===== config.mk =====
export PLATFORM = sky130hd
export DESIGN_NAME = fb_frame_ctrl
export DESIGN_NICKNAME = d
export VERILOG_FILES = /design/src/rtl/fb_frame_ctrl.sv
export SDC_FILE = /design/constraint.sdc
export NUM_CORES = 1
export LEC_CHECK = 0
export ABC_CLOCK_PERIOD_IN_PS = 1670
export BUFFER_PORTS_ARGS = -buffer_cell sky130_fd_sc_hd__buf_2
export CORE_MARGIN = 2
export CORE_UTILIZATION = 35
export DETAILED_ROUTE_END_ITERATION = 7
export GPL_TIMING_DRIVEN = 0
export PLACE_DENSITY_LB_ADDON = 0.1
export SYNTH_ARGS = -nofsm -noshare
export SYNTH_HDL_FRONTEND = slang
export SYNTH_SLANG_ARGS = --single-unit

===== constraint.sdc =====
create_clock -name clk -period 1.67 [get_ports clk]
set_clock_uncertainty 0.1 [all_clocks]
set_input_delay 0.0835 -clock clk [delete_from_list [all_inputs] [get_ports clk]]
set_output_delay 0.0835 -clock clk [all_outputs]
set_load 0.01 [all_outputs]

===== src/rtl/fb_frame_ctrl.sv =====
// Frame-aligned capture sequencer: passes capture writes to the frame buffer only for
// whole frames, with continuous, single-shot and stop/freeze operation.
module fb_frame_ctrl #(
    parameter int c_img_pxls     = 4800,
    parameter int c_nb_img_pxls  = 13,
    parameter int c_skip_frames  = 2,
    parameter int c_nb_frame_cnt = 8
) (
    input  logic                      clk,
    input  logic                      rst,
    input  logic                      cfg_done,
    input  logic                      cam_vsync,
    input  logic                      mode_cont,
    input  logic                      snap_req,
    input  logic                      stop_req,
    input  logic                      cap_we,
    input  logic [c_nb_img_pxls-1:0]  cap_addr,
    output logic                      fb_we,
    output logic                      frame_done,
    output logic [c_nb_frame_cnt-1:0] frame_cnt,
    output logic                      frozen,
    output logic                      addr_err,
    output logic [2:0]                state_o
);

    typedef enum logic [2:0] {
        S_IDLE    = 3'd0,
        S_SKIP    = 3'd1,
        S_ARM     = 3'd2,
        S_CAPTURE = 3'd3,
        S_HOLD    = 3'd4
    } state_t;

    localparam int c_nb_skip = (c_skip_frames > 0) ? $clog2(c_skip_frames + 1) : 1;
    localparam logic [c_nb_skip-1:0]   c_skip_last = c_nb_skip'(c_skip_frames - 1);
    localparam logic [c_nb_img_pxls:0] c_addr_lim  = (c_nb_img_pxls + 1)'(c_img_pxls);

    state_t                    state_q;
    logic [c_nb_skip-1:0]      skip_cnt_q;
    logic [c_nb_frame_cnt-1:0] frame_cnt_q;
    logic [c_nb_frame_cnt-1:0] frame_cnt_d;
    logic                      frame_done_q;
    logic                      addr_err_q;
    logic                      stop_pending_q;
    logic                      vs_meta_q;
    logic                      vs_sync_q;
    logic                      vs_prev_q;
    logic                      vs_fall_s;
    logic                      vs_rise_s;
    logic                      in_range_s;
    logic                      hold_to_arm_s;

    // vsync low marks the active frame: falling edge starts it, rising edge ends it
    assign vs_fall_s     = vs_prev_q & ~vs_sync_q;
    assign vs_rise_s     = ~vs_prev_q & vs_sync_q;
    assign in_range_s    = {1'b0, cap_addr} < c_addr_lim;
    assign frame_cnt_d   = frame_cnt_q + c_nb_frame_cnt'(1);
    assign hold_to_arm_s = snap_req | (mode_cont & ~stop_pending_q & ~stop_req);

    // Two-flop synchronizer plus the delayed copy used for edge detection
    always_ff @(posedge clk) begin
        if (rst) begin
            vs_meta_q <= 1'b0;
            vs_sync_q <= 1'b0;
            vs_prev_q <= 1'b0;
        end else begin
            vs_meta_q <= cam_vsync;
            vs_sync_q <= vs_meta_q;
            vs_prev_q <= vs_sync_q;
        end
    end

    // Sequencer state, skip/frame counters, stop request latch and error flag
    always_ff @(posedge clk) begin
        if (rst) begin
            state_q        <= S_IDLE;
            skip_cnt_q     <= '0;
            frame_cnt_q    <= '0;
            frame_done_q   <= 1'b0;
            addr_err_q     <= 1'b0;
            stop_pending_q <= 1'b0;
        end else begin
            frame_done_q <= 1'b0;
            if ((state_q == S_CAPTURE) && cap_we && !in_range_s) begin
                addr_err_q <= 1'b1;
            end
            // snap only clears the latch in HOLD; elsewhere stop wins and snap is dropped
            if ((state_q == S_HOLD) && snap_req) begin
                stop_pending_q <= 1'b0;
            end else if (stop_req && (state_q != S_IDLE)) begin
                stop_pending_q <= 1'b1;
            end
            if (!cfg_done) begin
                state_q <= S_IDLE;
            end else begin
                case (state_q)
                    S_IDLE: begin
                        skip_cnt_q <= '0;
                        state_q    <= (c_skip_frames == 0) ? S_ARM : S_SKIP;
                    end
                    S_SKIP: begin
                        if (vs_rise_s) begin
                            if (skip_cnt_q == c_skip_last) begin
                                state_q <= S_ARM;
                            end else begin
                                skip_cnt_q <= skip_cnt_q + c_nb_skip'(1);
                            end
                        end
                    end
                    S_ARM: begin
                        if (vs_fall_s) begin
                            state_q <= S_CAPTURE;
                        end
                    end
                    S_CAPTURE: begin
                        if (vs_rise_s) begin
                            frame_done_q <= 1'b1;
                            frame_cnt_q  <= frame_cnt_d;
                            if (stop_pending_q || stop_req || !mode_cont) begin
                                state_q <= S_HOLD;
                            end else begin
                                state_q <= S_ARM;
                            end
                        end
                    end
                    S_HOLD: begin
                        if (hold_to_arm_s) begin
                            state_q <= S_ARM;
                        end
                    end
                    default: begin
                        state_q <= S_IDLE;
                    end
                endcase
            end
        end
    end

    // Write gate is zero-latency so the address stays aligned with its strobe
    assign fb_we      = (state_q == S_CAPTURE) & cap_we & in_range_s;
    assign frame_done = frame_done_q;
    assign frame_cnt  = frame_cnt_q;
    assign frozen     = (state_q == S_HOLD);
    assign addr_err   = addr_err_q;
    assign state_o    = state_q;

endmodule


==> impl_results.md <==
- Outcome: complete, no violations
- Total CTS buffers: 3
- Fin crit period: between 1.5 and 2 ns
- Vias in the first global route: roughly 920
- Post-route ant nets: 0
- FF+latch count, synth: 19
- Non-filler cells, final: approximately 180
- Die X: 56.23 um
- Initial drt markers: 16
- DP Area: roughly 1100 um^2
- Final Core Density: 0.4955
- Hold Path Class: input port to flip-flop
- Global-route wire length before repair: between 3000 and 4000 um
- H-tree Lvls: 1
- Startpoint types: flip-flop
- Most common cell after layout, fill and taps aside: buf_2
- Synthesis Warnings: 0
- Site row count: 18
- Die ar.: approximately 3200 um^2
- Commonest non-fill, non-tap cells in the layout: buf_2 (29), dfxtp_1 (17), a21oi_1 (10)
- Clk Latency, worst-skew pair: 0.30 ns
- Maximum root-to-sink buffer count: 2
- Clock Sinks: 19
- Setup bufs post-CTS: 0
- Largest net degree at the start of global routing: 12
- Data required, critical path: 1.77 ns
- # nets final: 169
- Root Buffer: clkbuf_4
- P&R area growth vs syn: 30.93%
- CTS tree: done
- Post-synthesis cell type count: 34
- Most used flip-flop cell after synthesis: dfxtp_1
- Critical path class: flip-flop to flip-flop
- Worst Tran Pin Value: roughly 0.49 ns
- Crit path max fanout: 10
- Max frequency: roughly 0.65 GHz
- # port buffers: 28
- Vias per Instance: approximately 5.3
- Peak VDD IR: 0.3620 mV
- Worst EP arrival: 1.65 ns
- Syn Nets: ~130
- Total grt overflow: 0
- FFs w/ async S/R, synth: 0
- Placer congestion estimate: about 0.78
- Share of cells above drive strength 1: 0.2966
- Pleak: ~0.52 nW
- # Max-Cap Violations: 0
- RSZ-0062 raised after global routing: no
- Initial antenna violation count: 0
- Final Hold Vio Count: 0
- Initial Util: 0.3785
- Gr usage total: 0.1557
- Sequential area share after synthesis: 0.3984
- First drt pass iteration count: 4
- Ant diodes: 0
- I/O pin count: 36
- Period utilization: 0.9251
- Fin area: 1250 um^2
- WL per Instance: between 10 and 15 um
- Setup Viol. Count Final: 0
- Post-synth EDFFs: 0
- DRC violations left: 0
- Dpl cells: around 160
- PwrDens: ~600 nW/um^2
- Die Y: between 50 and 60 um
- Core area: ~2500 um^2
- Rel. slew slack: 0.6720
- Mapped Area: 954.7 um^2
- DP Wirelength: between 1500 and 2000 um
- WL final: around 2300 um
- Vias: slightly above 900
- Clock slew at reported path FFs: between 0.1 and 0.15 ns
- Cells after Synth: roughly 110
- Avg Inst Size Synth: about 9.0 um^2
- Critical Path End Type: flip-flop
- Number of max-slew violations in the final report: 0
==> critical path: stages (launching register included) <==
cell      delay [ns]
dfxtp_2         0.39
clkbuf_4        0.21
nand4_1         0.12
nor4_2          0.27
mux2_2          0.36
==> layout make-up <==
cell class                      instances  area [um^2]
Fill cell                             246         1272
Inverter                                5        18.77
Clock buffer                            3        22.52
Buffer                                  6        32.53
Clock inverter                          1        5.005
Multi-Input combinational cell         76        540.5
Sequential cell                        19        382.9
Timing Repair Buffer                   35        210.2
Tap cell                               30        37.54
==> path summary, 6_finish.rpt <==
kind | start | endpoint | slack, ns | depth (start not counted)
setup / recovery | state_o[1]$_SDFFE_PP0P_ | frame_cnt[7]$_SDFFE_PP0P_ | 0.13 | 4
hold / removal | cap_addr[11] | addr_err$_SDFFE_PP0P_ | 0.01 | 3
setup reg to reg | state_o[1]$_SDFFE_PP0P_ | frame_cnt[7]$_SDFFE_PP0P_ | 0.13 | 4
hold reg to reg | vs_meta_q$_SDFF_PP0_ | vs_sync_q$_SDFF_PP0_ | 0.35 | 1
==> cells by family (layout without fill, tap and decap cells) <==
group           Yosys count  in the layout  synth area share
flops                    19             19            0.3984
buf+inv                  11             50           0.04718
simple gates             41             41            0.3001
compound gates           32             32            0.2163
mux                       1              1           0.01179
fa+ha+maj                 2              2           0.02621
==> cell usage after synthesis (all sizes together) (2+ instances only) <==
master / n / area share
ha: 2 / 0.026
nand2: 2 / 0.0079
nand4b: 5 / 0.062
buf: 3 / 0.016
o21ai: 6 / 0.031
or4: 4 / 0.031
a211oi: 3 / 0.024
o31ai: 5 / 0.039
dfxtp: 19 / 0.40
nor2: 3 / 0.012
a31oi: 2 / 0.013
nand3: 3 / 0.016
nor3b: 4 / 0.031
clkbuf: 3 / 0.012
nand4: 3 / 0.020
or3: 4 / 0.026
inv: 5 / 0.020
nor2b: 6 / 0.039
a21oi: 10 / 0.052
==> report_power, final <==
| part | total, mW | internal (mW) | switching, mW | leakage, nW |
|---|---|---|---|---|
| combinational | 0.0736 | 0.0393 | 0.0343 | 0.352 |
| sequential | 0.465 | 0.459 | 0.00606 | 0.155 |
| clock | 0.232 | 0.0890 | 0.143 | 0.0177 |
| total | 0.770 | 0.587 | 0.183 | 0.525 |
==> routing by layer <==
| layer | share of wire | track usage |
|---|---|---|
| met5 | 0 | 0 |
| met4 | 0.0066 | 0.04082 |
| met3 | 0.046 | 0.03721 |
| met2 | 0.44 | 0.2605 |
| met1 | 0.50 | 0.1997 |
==> state kept, by name (all words and copies together) (netlist names) <==
register	flops
vs_prev_q	1
skip_cnt_q	2
frame_done	1
stop_pending_q	1
frame_cnt	8
vs_sync_q	1
addr_err	1
state_o	3
vs_meta_q	1
==> what timing repair did <==
item                                   4_1_cts  5_1_grt
setup endpoints to repair                    2        5
resized for setup                            3        5
cloned                                       0        0
endpoints found under the hold margin        5        0
hold buffers                                 7        0
==> stage by stage <==
step | worst slack [ns] | total power, mW | hold WS [ns] | setup TNS [ns]
2_1_floorplan | 0.1157 | 0.5066 | 0.08011 | 0
3_3_place_gp | -0.02772 | 0.5329 | 0.2037 | -0.02772
3_5_place_dp | -0.03242 | 0.5353 | 0.2045 | -0.03242
4_1_cts | 0.005198 | 0.7879 | 0.001992 | 0
5_1_grt | 0.03604 | 0.8165 | 0.03528 | 0
6_report | 0.1251 | 0.7705 | 0.01232 | 0
Power figures use the tool's default switching activity.
